[src/rtl/instr_fetch_pkg.sv]
// rtl/instr_fetch_pkg.sv - shared constants, buffer entry type and count-width helper for instruction fetch
//
// Contents:
//   FETCH_RESET_PC   default first fetch address after reset
//   INSTR_NOP        canonical no-op encoding (addi x0, x0, 0)
//   fetch_entry_t    one buffer entry: {pc, instr}
//   fetch_cnt_width  bits needed to count 0..depth inclusive
package instr_fetch_pkg;

  localparam logic [31:0] FETCH_RESET_PC = 32'h0000_0000;
  localparam logic [31:0] INSTR_NOP      = 32'h0000_0013;

  typedef struct packed {
    logic [31:0] pc;
    logic [31:0] instr;
  } fetch_entry_t;

  function automatic int fetch_cnt_width(input int depth);
    return $clog2(depth + 1);
  endfunction

endpackage

[src/rtl/instr_fetch_fifo.sv]
// rtl/instr_fetch_fifo.sv - DEPTH-entry FIFO of {pc, instr} entries with push/pop/clear and occupancy count
//
// Ports:
//   i_clk, i_rst_n  clock, asynchronous active-low reset
//   i_push, i_data  write one entry (caller guarantees not full unless popping)
//   i_pop           remove head entry (caller guarantees not empty)
//   i_clear         drop all entries; has priority over push/pop
//   o_head          entry at the read pointer (storage, not gated by count)
//   o_count         number of valid entries
module fetch_fifo
  import instr_fetch_pkg::*;
#(
  parameter int DEPTH = 2,
  parameter int CW    = fetch_cnt_width(DEPTH)
) (
  input  logic          i_clk,
  input  logic          i_rst_n,
  input  logic          i_push,
  input  fetch_entry_t  i_data,
  input  logic          i_pop,
  input  logic          i_clear,
  output fetch_entry_t  o_head,
  output logic [CW-1:0] o_count
);

  localparam int PW = (DEPTH > 1) ? $clog2(DEPTH) : 1;

  fetch_entry_t  mem_q [DEPTH];
  logic [PW-1:0] rd_ptr_q;
  logic [PW-1:0] wr_ptr_q;
  logic [CW-1:0] count_q;

  // DEPTH is a power of two, so the pointers wrap naturally on overflow.
  always_ff @(posedge i_clk or negedge i_rst_n) begin
    if (!i_rst_n) begin
      for (int i = 0; i < DEPTH; i++) mem_q[i] <= '0;
      rd_ptr_q <= '0;
      wr_ptr_q <= '0;
      count_q  <= '0;
    end else if (i_clear) begin
      // Keep the read pointer where it is so the head storage does not jump.
      wr_ptr_q <= rd_ptr_q;
      count_q  <= '0;
    end else begin
      if (i_push) begin
        mem_q[wr_ptr_q] <= i_data;
        wr_ptr_q        <= wr_ptr_q + 1'b1;
      end
      if (i_pop) rd_ptr_q <= rd_ptr_q + 1'b1;
      count_q <= count_q + CW'(i_push) - CW'(i_pop);
    end
  end

  assign o_head  = mem_q[rd_ptr_q];
  assign o_count = count_q;

endmodule

[src/rtl/instr_fetch.sv]
// rtl/instr_fetch.sv - instruction fetch unit: PC, credit-limited imem requests, in-order response buffer, redirect flush
//
// Ports:
//   i_clk, i_rst_n                  clock, asynchronous active-low reset
//   o_imem_req/o_imem_addr          word read request, accepted when i_imem_ready
//   i_imem_rvalid/i_imem_rdata      in-order read responses
//   o_instr_valid/o_instr/o_pc      buffer head towards decode, consumed on i_instr_ready
//   i_redirect/i_redirect_pc        taken branch/jump, flushes and restarts fetch
//   o_err_misaligned                one-cycle pulse after a redirect to a non-word-aligned target
module instr_fetch
  import instr_fetch_pkg::*;
#(
  parameter logic [31:0] RESET_PC = FETCH_RESET_PC,
  parameter int          DEPTH    = 2
) (
  input  logic        i_clk,
  input  logic        i_rst_n,
  output logic        o_imem_req,
  output logic [31:0] o_imem_addr,
  input  logic        i_imem_ready,
  input  logic        i_imem_rvalid,
  input  logic [31:0] i_imem_rdata,
  output logic        o_instr_valid,
  output logic [31:0] o_instr,
  output logic [31:0] o_pc,
  input  logic        i_instr_ready,
  input  logic        i_redirect,
  input  logic [31:0] i_redirect_pc,
  output logic        o_err_misaligned
);

  localparam int          CW      = fetch_cnt_width(DEPTH);
  localparam logic [CW:0] CREDITS = (CW+1)'(DEPTH);

  logic [31:0]   req_pc_q, req_pc_d;
  logic [31:0]   resp_pc_q, resp_pc_d;
  logic [CW-1:0] outstanding_q, outstanding_d;
  logic [CW-1:0] drop_q, drop_d;
  logic [CW-1:0] count;
  logic          err_q;
  logic          accept;
  logic          resp_keep;
  logic [31:0]   redirect_base;
  fetch_entry_t  head;
  fetch_entry_t  push_data;

  assign redirect_base = {i_redirect_pc[31:2], 2'b00};

  // Every in-flight read owns a buffer slot, so a response can always be pushed.
  assign o_imem_req  = i_rst_n && !i_redirect &&
                       (({1'b0, outstanding_q} + {1'b0, count}) < CREDITS);
  assign o_imem_addr = req_pc_q;
  assign accept      = o_imem_req && i_imem_ready;
  assign resp_keep   = i_imem_rvalid && (drop_q == '0);
  assign push_data   = '{pc: resp_pc_q, instr: i_imem_rdata};

  always_comb begin
    req_pc_d      = req_pc_q;
    resp_pc_d     = resp_pc_q;
    outstanding_d = outstanding_q + CW'(accept) - CW'(i_imem_rvalid);
    drop_d        = drop_q;
    if (i_redirect) begin
      req_pc_d  = redirect_base;
      resp_pc_d = redirect_base;
      // Everything still in flight after this cycle's response is stale,
      // including reads already marked stale by an earlier redirect.
      drop_d    = outstanding_q - CW'(i_imem_rvalid);
    end else begin
      if (accept)                          req_pc_d  = req_pc_q + 32'd4;
      if (resp_keep)                       resp_pc_d = resp_pc_q + 32'd4;
      if (i_imem_rvalid && drop_q != '0)   drop_d    = drop_q - 1'b1;
    end
  end

  always_ff @(posedge i_clk or negedge i_rst_n) begin
    if (!i_rst_n) begin
      req_pc_q      <= RESET_PC;
      resp_pc_q     <= RESET_PC;
      outstanding_q <= '0;
      drop_q        <= '0;
      err_q         <= 1'b0;
    end else begin
      req_pc_q      <= req_pc_d;
      resp_pc_q     <= resp_pc_d;
      outstanding_q <= outstanding_d;
      drop_q        <= drop_d;
      err_q         <= i_redirect && (i_redirect_pc[1:0] != 2'b00);
    end
  end

  // Clear has priority inside the FIFO, so a redirect voids this cycle's push and pop.
  fetch_fifo #(.DEPTH(DEPTH), .CW(CW)) u_fifo (
    .i_clk   (i_clk),
    .i_rst_n (i_rst_n),
    .i_push  (resp_keep),
    .i_data  (push_data),
    .i_pop   (o_instr_valid && i_instr_ready),
    .i_clear (i_redirect),
    .o_head  (head),
    .o_count (count)
  );

  assign o_instr_valid    = (count != '0);
  assign o_instr          = head.instr;
  assign o_pc             = head.pc;
  assign o_err_misaligned = err_q;

endmodule
[config.mk]
export PLATFORM = sky130hd
export DESIGN_NAME = instr_fetch
export DESIGN_NICKNAME = d
export VERILOG_FILES = /design/src/rtl/instr_fetch_pkg.sv /design/src/rtl/instr_fetch_fifo.sv /design/src/rtl/instr_fetch.sv
export SDC_FILE = /design/constraint.sdc
export NUM_CORES = 1
export LEC_CHECK = 0
export BUFFER_PORTS_ARGS = -buffer_cell sky130_fd_sc_hd__buf_4
export CORE_ASPECT_RATIO = 0.7
export CORE_MARGIN = 1
export CORE_UTILIZATION = 40
export DETAILED_ROUTE_END_ITERATION = 8
export PLACE_DENSITY = 0.63
export SYNTH_ARGS = -nofsm -noshare
export SYNTH_HDL_FRONTEND = slang
export SYNTH_SLANG_ARGS = --single-unit
[constraint.sdc]
create_clock -name i_clk -period 3.9 [get_ports i_clk]
set_input_delay 0.39 -clock i_clk [delete_from_list [all_inputs] [get_ports i_clk]]
set_output_delay 0.39 -clock i_clk [all_outputs]
set_load 0.02 [all_outputs]
# Yosys cells after proc, flatten, opt, wreduce, memory -nomap -nowiden
# Index checks and enable logic that the tools add are counted.
[word_totals]
register_bits = 201
latch_bits = 0
mem_bits_rw = 0
mem_bits_ro = 0
inputBits = 70
out_inout_bits = 99
elab_cells = 63
n_memories = 0
[op_classes]
add_sub_neg = 11
multipliers = 0
div_mod_pow = 0
n_lt_le_gt_ge = 4
eq_ne = 0
shift = 0
n_mux = 15
bitwise = 3
reduce_logical = 18
[op_table]
columns = ["op", "count"]
rows = [
  ["$mux W64", 4],
  ["$bwmux W128", 1],
  ["$mux W32", 4],
  ["$add A32 B3 Y32 const B", 2],
  ["$demux W64 S1", 1],
  ["$reduce_bool A2 Y1", 6],
  ["$logic_and A1 B1 Y1", 8],
  ["$mux W2", 3],
  ["$sub A2 B1 Y2", 3],
  ["$add A2 B1 Y2", 2],
  ["$ge A2 B2 Y1 const B", 2],
  ["$not A1 Y2", 2],
  ["$reduce_and A2 Y1", 2],
  ["$add A2 B2 Y3", 1],
  ["$lt A3 B2 Y1 const B", 1],
  ["$add A1 B1 Y1 const B", 2],
  ["$logic_not A2 Y1", 1],
  ["$lt A2 B1 Y1 const B", 1],
  ["$mux W1", 2],
  ["$sub A2 B1 Y2 const B", 1],
  ["$logic_not A1 Y1", 1],
  ["$not A1 Y1", 1],
]

# Depth between registers and ports, before layout
[logic_depth]
depth_word = 6
ltp_mapped = 11
depth_no_buf = 10

# By module
# Synthesis repeated with hierarchy kept, for this count alone.
[unflattened]
hier_cells = 748
area_unflattened_um2 = 9736.8
[modules_own_cells]
columns = ["module", "instances", "cells_per_inst", "area_each_um2", "seq_area_each_um2"]
rows = [
  ["fetch_fifo", 1, 359, 6054.6, 3303.2],
  ["instr_fetch", 1, 389, 3682.3, 1626.6],
]

# Least setup slack after synthesis
# No wires, ideal clock.
[synth_path]
path_type = "register to register"
from = "register outstanding_q[0]"
to = "register outstanding_q[1]"
setup_time_ps = 123
t_arrival_ps = 2209
t_required_ps = 3777
setup_slack_ps = 1569
stages_incl_launch_ff = 12
path_buffers = 1
period_less_slack_ps = 2331
path_cell_list = "dfrtp_1 > inv_1 > nor2_1 > fa_1 > nor4bb_1 > clkbuf_1 > nand2_1 > ha_1 > inv_1 > ha_1 > xnor2_1 > xnor2_1"
[synth_via]
elab_chain_cells = 6
[synth_lines]
columns = ["item", "line_no", "rtl"]
rows = [
  ["from (decl)", "instr_fetch.sv:37", "logic [CW-1:0] outstanding_q, outstanding_d;"],
  ["from (signal assigned)", "instr_fetch.sv:85", "outstanding_q <= outstanding_d;"],
  ["$add A2 B2 Y3", "instr_fetch.sv:51", "(({1'b0, outstanding_q} + {1'b0, count}) < CREDITS);"],
  ["$lt A3 B2 Y1", "instr_fetch.sv:51", ""],
  ["$logic_and A1 B1 Y1", "instr_fetch.sv:50", "assign o_imem_req = i_rst_n && !i_redirect &&"],
  ["$logic_and A1 B1 Y1", "instr_fetch.sv:53", "assign accept = o_imem_req && i_imem_ready;"],
  ["$add A2 B1 Y2 (*)", "instr_fetch.sv:60", "outstanding_d = outstanding_q + CW'(accept) - CW'(i_imem_rvalid);"],
  ["$sub A2 B1 Y2 (*)", "instr_fetch.sv:60", ""],
  ["net outstanding_d[1]", "instr_fetch.sv:37", ""],
]
# The timed path passes the listed nets; every way through them passes the cells marked *.
# A chain may end at the register's enable or synchronous reset.

# Worst setup path after layout
[layout_path]
from = "register outstanding_q[0]"
to = "register req_pc_q[21], in the netlist o_imem_addr[21]"
[layout_via]
elab_chain_cells = 5
[layout_lines]
columns = ["item", "line_no", "rtl"]
rows = [
  ["$add A2 B2 Y3", "instr_fetch.sv:51", ""],
  ["$lt A3 B2 Y1", "instr_fetch.sv:51", ""],
  ["$logic_and A1 B1 Y1", "instr_fetch.sv:50", ""],
  ["$logic_and A1 B1 Y1", "instr_fetch.sv:53", ""],
  ["$reduce_bool A2 Y1 (no line)", "-", ""],
  ["to (signal assigned)", "instr_fetch.sv:83", "req_pc_q <= req_pc_d;"],
  ["to (decl)", "instr_fetch.sv:35", "logic [31:0] req_pc_q, req_pc_d;"],
]
# No other way between the ends.

==> flow_results.org <==
** Drt
- After detailed routing, the number of vias per cell comes to 5.48.
- Violation count after the first detailed-routing iteration :: 471
- The routed layout has 6971 vias.
- Drc violations :: 0
- Wires add up to 23.5 mm.
- For this run, the detailed router's first-pass iteration total came to 5.
- In this run the remaining antenna-violating nets after routing total 0.
- Dividing the detail-routed wire length by the instance count gives 18.5 um.

** Synth
- Yosys mapped a number of flops with a built-in enable equal to 0.
- Synthesis produced 797 cells.
- Netlist Area Pre-Place :: about 9600 um2
- Netlist cell types :: 52
- Most instantiated flip-flop cell in the synthesis netlist :: dfrtp_1
- The Yosys step of the flow raised 0 warnings.
- A synthesized cell averages 12.1 um2.
- Of all flip-flops after synthesis, the portion carrying an async set or reset was 100%.
- Part of the Yosys area used for sequential elements :: about half
- Synthesis inferred 193 register bits.

** Setup path
- Grouping stages by cell kind, the critical path spends the most delay in simple AND/OR/NAND/NOR gates.
- Critical Path Start Type :: flip-flop
- STA classifies the critical path endpoint as a flip-flop.
- Slack of the worst reg-to-reg path :: 1.03 ns
- Combined buffer and inverter count along the critical path :: 1
- Cell at the slowest stage of the critical path :: nor2_1
- Largest stage delay on the critical path :: roughly 0.78 ns
- The startpoint identified for the worst register-to-register timing path is outstanding_q[0].
- Launching element of the worst setup path :: outstanding_q[0]
- Number of stages on the worst setup path :: 7
- The worst register-to-register path ends at o_imem_addr[21].
- Largest fanout on the critical path :: 11
- STA puts the critical path data required time at 4.24 ns.
- Data on the critical path arrives at its endpoint at between 3 and 4 ns.
- Crit path capture :: o_imem_addr[21]
- Ordered cell list for the critical path :: inv_1, nor2_1, fa_1, nand4bb_1, nor2_1, a311oi_1, a311oi_1
- Type of the worst setup path :: reg -> reg
- Number of cell instances on the worst register-to-register path :: 7

** Die
- Io pins :: 169
- Number of placement rows :: 47
- Die ar. :: ~25000 um2
- The total area inside the core boundary comes to 23600 um2.
- Measured along the x axis, the die boundary spans approximately 190 um.
- For this configuration, the core starts out at a cell density of 40.7%.
- The die is 132 um tall.

** Global route
- Pin count of the biggest net entering global routing :: a little over 70
- Global routing used 19.5% of the available tracks across all layers.
- Final global-route overflow total :: 0
- The initial antenna violation count came to 0.
- Via count of the first global-routing pass :: 6839
- The first global-routing pass estimated 38.2 mm of wire.

** Timing
- Setup repair after global routing left no endpoint under its margin.
- Setup violations remaining at the end of the flow were counted as 0.
- Final worst clock skew :: 0.00971 ns
- Slew at the pin closest to its max-slew limit :: 0.938 ns
- The worst pin sits at a relative slew slack of 37.5%.
- Dividing the final minimum period by the clock period gives about 74%.
- Max-slew violation total from the final report :: 0
- Time the final worst path needs with I/O delays and setup :: 2.87 ns
- Upper clock frequency limit :: 348 MHz
- Adding up every negative setup slack in the final design gives 0 ns.
- The final count of hold timing violations is 0.

** Clocking
- Maximum level of the CTS H-tree :: 4
- Worst skew pair latency :: 0.43 ns
- Sinks on the clock net :: between 150 and 200
- Num CTS Buffers :: 17
- The number of gates resized after CTS was 0.
- TritonCTS built the clock tree.
- Maximum count of clock buffers along a single path :: 2
- The cell sitting at the root of the clock tree is a clkbuf_16.
- After clock tree synthesis, the clock-pin slew on the worst setup and hold paths is 0.08 ns.

** Layout
- Leaving out fill and tap cells, the most frequent cell in the layout is mux2_2.
- 0 antenna diodes ended up in the layout.
- Top library cells by usage in the layout, fill and taps aside :: mux2_2 (201), dfrtp_1 (192), buf_4 (172)
- Once layout is complete, the utilization of the core stands at 49.7%.
- In the final layout, the share of cells above drive strength 1 is 43.9%.
- NumNets Final :: 1021
- Area of all placed cells without fillers :: 11700 um2
- Compared with the post-synthesis result, the final layout area differs by 22.1%.

** Hold path
- The tightest min-delay check is of the in -> reg type.

** Placed design
- Cell Area, Placed :: 11100 um2
- During placement, the flow inserted port buffers numbering 164.
- Placer Congestion :: ~0.81
- The HPWL after detailed placement is 16.0 mm.

** Run
- Max-capacitance violation count :: 0

** Pwr
- Worst vdd rail ir drop :: 0.000533 V
- Power density over the cells :: about 750 nW/um2
- In this run the static leakage power is 5.02 nW.

** Status
- Outcome :: completed
==> synthesized netlist by cell type, drive strengths merged (2+ instances only) <==
cell	count	area share, %
nand3	19	1.2
nor2	39	1.5
o21ai	8	0.42
nor4	22	1.6
nand4	22	1.4
buf	23	1.3
a31oi	6	0.39
nand2b	2	0.13
or2	4	0.26
nand2	28	1.1
and4	18	1.6
inv	12	0.47
xnor2	20	1.8
o31ai	6	0.47
and2	6	0.39
nor2b	14	0.91
dfrtp	193	50
clkbuf	29	1.1
a21oi	5	0.26
a211oi	19	1.5
ha	8	1.0
nor3	27	1.4
and3	13	0.86
a311oi	25	2.3
or4	5	0.44
mux2	201	24
a211o	2	0.18
and4b	2	0.21
xor2	8	0.73
==> report_power, final <==
part           switching, mW  internal [mW]  leakage, nW  total, mW
clock                  0.770           1.04        0.281       1.81
sequential             0.532           2.75         2.31       3.29
combinational           1.73           1.93         2.43       3.66
==> metal layers <==
layer	track usage (%)	share of wire, %
met1	29.4	50
met2	28.0	43
met3	4.81	6.1
met4	4.37	0.93
met5	0	0
==> area by class of cell <==
cell class	count	area [um2]
Timing Repair Buffer	175	1340
Clock buffer	21	460
Tap cell	318	398
Multi-Input combinational cell	542	4520
Inverter	13	48.8
Fill cell	2153	11900
Clock inverter	10	135
Sequential cell	193	4830
==> worst min path at each step <==
stage,startpoint,to,slack (ns),cells after the start
after floorplan,i_rst_n,drop_q[0],0.09,0
after global placement,i_rst_n,resp_pc_q[10],0.30,1
after detailed placement,i_rst_n,drop_q[1],0.30,1
after CTS,i_redirect_pc[0],o_err_misaligned,0.15,3
after global routing,i_redirect_pc[0],o_err_misaligned,0.16,3
final,i_redirect_pc[0],o_err_misaligned,0.17,3
==> through the flow <==
step | power, mW | std cells | hold slack [ns] | setup WS [ns]
6_report | 8.75 | 1272 | 0.170 | 1.03
5_1_grt | 9.28 | 1272 | 0.164 | 0.818
3_5_place_dp | 7.02 | 1240 | 0.301 | 1.08
3_3_place_gp | 6.94 | 1240 | 0.304 | 1.25
4_1_cts | 8.85 | 1272 | 0.151 | 1.05
2_1_floorplan | 5.62 | 800 | 0.0944 | 1.57
==> registers in the layout, indices dropped and copies added, names as in the netlist <==
signal and count:
u_fifo.rd_ptr_q 1, drop_q 2, o_err_misaligned 1, resp_pc_q 30, o_imem_addr 30, u_fifo.o_count 2, u_fifo.wr_ptr_q 1, outstanding_q 2
u_fifo.mem_q 124
==> logic make-up (layout without fill, tap and decap cells) <==
group	count (synthesis)	in the layout	share of synthesized area [%]
XOR/XNOR	28	28	2.55
flip-flops	193	193	50.3
buffers and inverters	65	219	2.98
AO/OA/AOI/OAI	74	74	5.74
adder cells (fa/ha/maj)	9	9	1.25
AND/OR/NAND/NOR	225	225	13.5
other	1	4	0.0390
multiplexers	202	202	23.7
==> worst reg2reg max path: cells and delay by family (launching register included) <==
family / cells / cell delay [ns]
DFF: 1 / 0.35
adders and majority gates: 1 / 0.47
buffers and inverters: 1 / 0.06
and+or+nand+nor: 3 / 1.41
AOI/OAI and AO/OA: 2 / 0.50
==> timing repair <==
| action | CTS | global route |
|---|---|---|
| hold buffers | 1 | 0 |
| buffers inserted | 0 | 0 |
| hold endpoints to repair | 23 | 0 |
Note: power is estimated with default switching activity, not from simulation.
